==> src/rtl/tlb_flush_ctrl.sv <==
// SFENCE.VMA flush sequencer: bulk-invalidates the TLB or walks every entry
// invalidating those that match the latched VA/ASID qualifiers.
module tlb_flush_ctrl #(
    parameter int ENTRIES = 16,
    parameter int ASID_W  = 9,
    parameter int VPN_W   = 20,
    localparam int IW     = $clog2(ENTRIES)
) (
    input  logic              clk,
    input  logic              rst_n,
    input  logic              sfence_flush_all,
    input  logic              sfence_addr_valid,
    input  logic [31:0]       sfence_vaddr,
    input  logic              sfence_asid_valid,
    input  logic [ASID_W-1:0] sfence_asid,
    output logic [IW-1:0]     tlb_rd_idx,
    input  logic              tlb_rd_valid,
    input  logic [VPN_W-1:0]  tlb_rd_vpn,
    input  logic [ASID_W-1:0] tlb_rd_asid,
    input  logic              tlb_rd_global,
    input  logic              tlb_rd_mega,
    output logic              tlb_inv_en,
    output logic [IW-1:0]     tlb_inv_idx,
    output logic              tlb_inv_all,
    output logic              flush_busy,
    output logic              flush_done
);

    typedef struct packed {
        logic              all;
        logic              use_va;
        logic              use_asid;
        logic [VPN_W-1:0]  vpn;
        logic [ASID_W-1:0] asid;
    } req_t;

    typedef enum logic [1:0] {IDLE, INV_ALL, SCAN, DONE} state_t;

    state_t        state, state_nxt;
    req_t          cur, cur_nxt, pend, pend_nxt, inc;
    logic          pend_vld, pend_vld_nxt;
    logic [IW-1:0] k, k_nxt;
    logic          armed;
    logic          req;
    logic          va_ok, asid_ok, match;
    logic          unused_vaddr_lo;

    assign unused_vaddr_lo = ^sfence_vaddr[11:0];

    // armed stays low for the first edge after reset so a request coincident
    // with reset release is dropped.
    assign req = armed & (sfence_flush_all | sfence_addr_valid | sfence_asid_valid);

    always_comb begin
        inc          = '0;
        inc.all      = sfence_flush_all;
        inc.use_va   = sfence_addr_valid;
        inc.use_asid = sfence_asid_valid;
        inc.vpn      = sfence_vaddr[12 +: VPN_W];
        inc.asid     = sfence_asid;
    end

    // Megapage entries only carry the upper 10 VPN bits.
    assign va_ok   = !cur.use_va |
                     (tlb_rd_mega ? (cur.vpn[VPN_W-1 -: 10] == tlb_rd_vpn[VPN_W-1 -: 10])
                                  : (cur.vpn == tlb_rd_vpn));
    assign asid_ok = !cur.use_asid | (!tlb_rd_global & (cur.asid == tlb_rd_asid));
    assign match   = tlb_rd_valid & va_ok & asid_ok;

    always_comb begin
        state_nxt    = state;
        cur_nxt      = cur;
        pend_nxt     = pend;
        pend_vld_nxt = pend_vld;
        k_nxt        = k;
        tlb_inv_en   = 1'b0;
        case (state)
            IDLE: begin
                if (req) begin
                    cur_nxt   = inc;
                    state_nxt = inc.all ? INV_ALL : SCAN;
                    k_nxt     = '0;
                end
            end
            INV_ALL: begin
                state_nxt = DONE;
            end
            SCAN: begin
                tlb_inv_en = match;
                if (k == IW'(ENTRIES - 1)) begin
                    state_nxt = DONE;
                    k_nxt     = '0;
                end else begin
                    k_nxt = k + IW'(1);
                end
            end
            DONE: begin
                k_nxt = '0;
                if (pend_vld) begin
                    cur_nxt      = pend;
                    state_nxt    = pend.all ? INV_ALL : SCAN;
                    pend_vld_nxt = 1'b0;
                end else if (req) begin
                    cur_nxt   = inc;
                    state_nxt = inc.all ? INV_ALL : SCAN;
                end else begin
                    state_nxt = IDLE;
                end
            end
            default: state_nxt = IDLE;
        endcase

        // Requests arriving while busy park in the single pending slot; a
        // second one widens the parked request to flush-all.
        if (req && state != IDLE) begin
            if (state == DONE) begin
                if (pend_vld) begin
                    pend_nxt     = inc;
                    pend_vld_nxt = 1'b1;
                end
            end else if (pend_vld) begin
                pend_nxt.all = 1'b1;
            end else begin
                pend_nxt     = inc;
                pend_vld_nxt = 1'b1;
            end
        end
    end

    always_ff @(posedge clk or negedge rst_n) begin
        if (!rst_n) begin
            state    <= IDLE;
            cur      <= '0;
            pend     <= '0;
            pend_vld <= 1'b0;
            k        <= '0;
            armed    <= 1'b0;
        end else begin
            state    <= state_nxt;
            cur      <= cur_nxt;
            pend     <= pend_nxt;
            pend_vld <= pend_vld_nxt;
            k        <= k_nxt;
            armed    <= 1'b1;
        end
    end

    assign tlb_rd_idx  = k;
    assign tlb_inv_idx = k;
    assign tlb_inv_all = (state == INV_ALL);
    assign flush_done  = (state == DONE);
    assign flush_busy  = (state != IDLE);

endmodule

==> config.mk <==
export PLATFORM = sky130hd
export DESIGN_NAME = tlb_flush_ctrl
export DESIGN_NICKNAME = d
export VERILOG_FILES = /design/src/rtl/tlb_flush_ctrl.sv
export SDC_FILE = /design/constraint.sdc
export NUM_CORES = 1
export LEC_CHECK = 0
export CORE_UTILIZATION = 45
export DETAILED_ROUTE_END_ITERATION = 8
export PLACE_DENSITY = 0.74
export SETUP_SLACK_MARGIN = 0.2
export SLEW_MARGIN = 20
export SYNTH_ARGS = -nofsm -noshare
export SYNTH_HDL_FRONTEND = slang
export SYNTH_SLANG_ARGS = --single-unit
==> constraint.sdc <==
create_clock -name clk -period 5.4 [get_ports clk]
set_clock_uncertainty 0.15 [all_clocks]
set_input_delay 0.54 -clock clk [delete_from_list [all_inputs] [get_ports clk]]
set_output_delay 0.54 -clock clk [all_outputs]
set_load 0.01 [all_outputs]
==> run metrics <==
status=finished, final reports clean; Critical Path AT=2720 ps; pre-CTS setup slack=between 1500 and 2000 ps; DR WL/cell=around 14 µm; total gr overflow=0; power after layout=about 2.4 mW; clock tree from TritonCTS=yes; cts repair resizes=0; Pint=1.54 mW; share of cells above drive strength 1=13.7%; fin nets=476; ys async rst share=100%; vias in the first global route=about 2600; critical path peak fanout=1; Filler cells=approximately 680; crit share post-route=63.2%; maxcap violations=0; Top FF cell, synth=dfrtp_1; Fin. Hold Viols=0; setup ws final=~2000 ps; Clock Pin Slew Worst Setup and Hold Paths=70 ps; P_sw=about 850 µW; Via density=just over 5; Antenna diodes=0; worst slew pin tran=~1100 ps; DRT iter0 DRCs=between 100 and 150; Max stage delay on crit path=610 ps; switch share=a little over a third; Antenna Violating Nets Remaining=0; post-route cell area=between 0.004 and 0.005 mm²; HPWL after DPL=4880 µm; Hold Path Class=primary input to async pin; Die H=about 91 µm; Die Area=between 0.008 and 0.009 mm²; drt first pass iters=6; Worst EP required=between 4000 and 5000 ps; Top-Level Pins=90; clock buffer depth=2; final RePlAce weighted congestion=about 0.75; Slew Limit Fails=0; worst path cell trace=clkdlybuf4s50_1, xor2_1, nor4_1, a311oi_1, nor4_1, clkdlybuf4s50_1; Setup TNS=0 ps; PortBufs=77; worst hold slack=approximately 240 ps; Slowest-stage cell, CP=clkdlybuf4s50_1; Final setup violation count=0; clock root buffer=clkbuf_8; leakage=around 2.1 nW; hold_buf cts=0; CORE AREA=a little under 0.008 mm²; area of the multi-input gates=0.00166 mm²; remaining design rule violation count=0; H-tree depth=3; Mapped Avg Cell Area=between 10 and 15 µm²; post-synth cell types=41; critical path capture point type=output port; first-pass GRT wire length=roughly 12000 µm; Worst VDD drop=~0.30 mV; Worst slew margin=approximately 28%; RSZ-0062 raised after global routing=no; sequential share of power=39.9%; placed cell areas=between 0.004 and 0.005 mm²; antenna violations before repair=0; number of synthesized flops with an enable pin=0; Syn-to-layout area delta=28.6%; Final Critical Period=3410 ps; Die Wd=just over 90 µm; # rows=32; routed wire length=approximately 7000 µm; later-pin clock latency in the skew report=about 340 ps; sequential area share after synthesis=roughly 50%; achievable frequency=between 200 and 300 MHz; Synth Register Bits=slightly above 70; Syn. warnings=0; total track usage=18.7%; Clock Power Share=about 18%; cell count after synthesis=314; via count=~2500; mapped cell area=approximately 0.0036 mm²; register area=0.00178 mm²; clock sinks=71; Initial Utilization=between 40% and 50%; PD cells=between 500 and 600 mW/mm²; Net Count, Synth=402; CTS Buf Count=9; critical path startpoint category=primary input; Post-CTS Setup Repair Bufs=0; largest net degree at the start of global routing=72; CP Class=primary input to output port; Comb pwr share=42.6%
[kinds of logic after synthesis]
group,after synthesis,synth area share (%)
other,1,0.105
AO/OA/AOI/OAI,56,9.48
multiplexers,60,17.9
AND/OR/NAND/NOR,62,8.18
XOR/XNOR,29,7.13
flip-flops,71,49.9
buffers and inverters,25,3.76
adder cells (fa/ha/maj),10,3.51
[worst paths after layout]
check,to,start,cells past startpoint,slack [ps]
setup / recovery,tlb_inv_en,tlb_rd_vpn[6],6,1990
min in group clk,pend[24],pend[24],1,340
setup reg to reg,cur[25],state[0],6,2170
hold / removal,cur[16],rst_n,2,240
max in group asynchronous,cur[1],rst_n,2,4270
hold reg to reg,pend[24],pend[24],1,340
[state kept, by name, summed over array words and instances (netlist names)]
| name | count |
|---|---|
| pend_vld | 1 |
| armed | 1 |
| pend | 32 |
| tlb_inv_idx | 4 |
| cur | 31 |
| state | 2 |
[critical path, delay by kind of cell]
kind                      cells  cell delay (ps)
and+or+nand+nor               2              790
buffers and inverters         2             1020
AOI/OAI and AO/OA             1              210
xor gates and xnor gates      1              150
[cells in the final DEF (no fill, tap or decap), drive strengths merged, types with 5 or more instances in the layout]
cell type,Yosys,final
nand2,9,9
ha,10,10
mux2,31,31
clkdlybuf4s50,0,76
nor2,33,33
nor4,7,7
inv,8,8
xor2,27,27
clkbuf,7,11
mux2i,29,29
dfrtp,71,71
o21ai,5,5
a21oi,33,33
[Yosys cell counts (7+ instances only)]
cell | instances | share of area (%)
a21oi_1 | 32 | 4.5
clkbuf_1 | 7 | 0.74
dfrtp_1 | 71 | 50
ha_1 | 10 | 3.5
inv_1 | 8 | 0.84
mux2_2 | 29 | 9.2
mux2i_1 | 29 | 8.1
nand2_1 | 8 | 0.84
nor2_1 | 33 | 3.5
nor4_1 | 7 | 1.2
xor2_1 | 27 | 6.6
[layer usage]
layer  vias up  share of wire, %  GRT usage, %
met5         -                 0             0
met4         0               1.1          4.76
met3         8               7.4          7.29
met2        62                48          31.1
met1      1187                44          22.7
li1       1241                 -             -
[power by group through the flow]
stage                     Clock [mW]  Sequential [mW]  Combinational (mW)
final                          0.418            0.956                1.02
after CTS                      0.430            0.957                1.04
after floorplan                    0            0.930               0.794
after global placement             0            0.954               0.998
after global routing           0.457            0.991                1.15
after detailed placement           0            0.968                1.03
[through the flow]
stage	std cells	util, %
6_report	495	59.6
4_1_cts	495	59.6
3_5_place_dp	479	57.0
5_1_grt	495	59.6
2_1_floorplan	314	-
3_3_place_gp	479	57.0
[cell type report]
class                           instances  area share, %
Multi-Input combinational cell        218           36.2
Timing Repair Buffer                   80           17.2
Sequential cell                        71           38.8
Clock inverter                          5           1.26
Tap cell                              102           2.79
Inverter                                8          0.656
Clock buffer                           11           3.09
No activity file was read; power rests on OpenSTA's default activity.
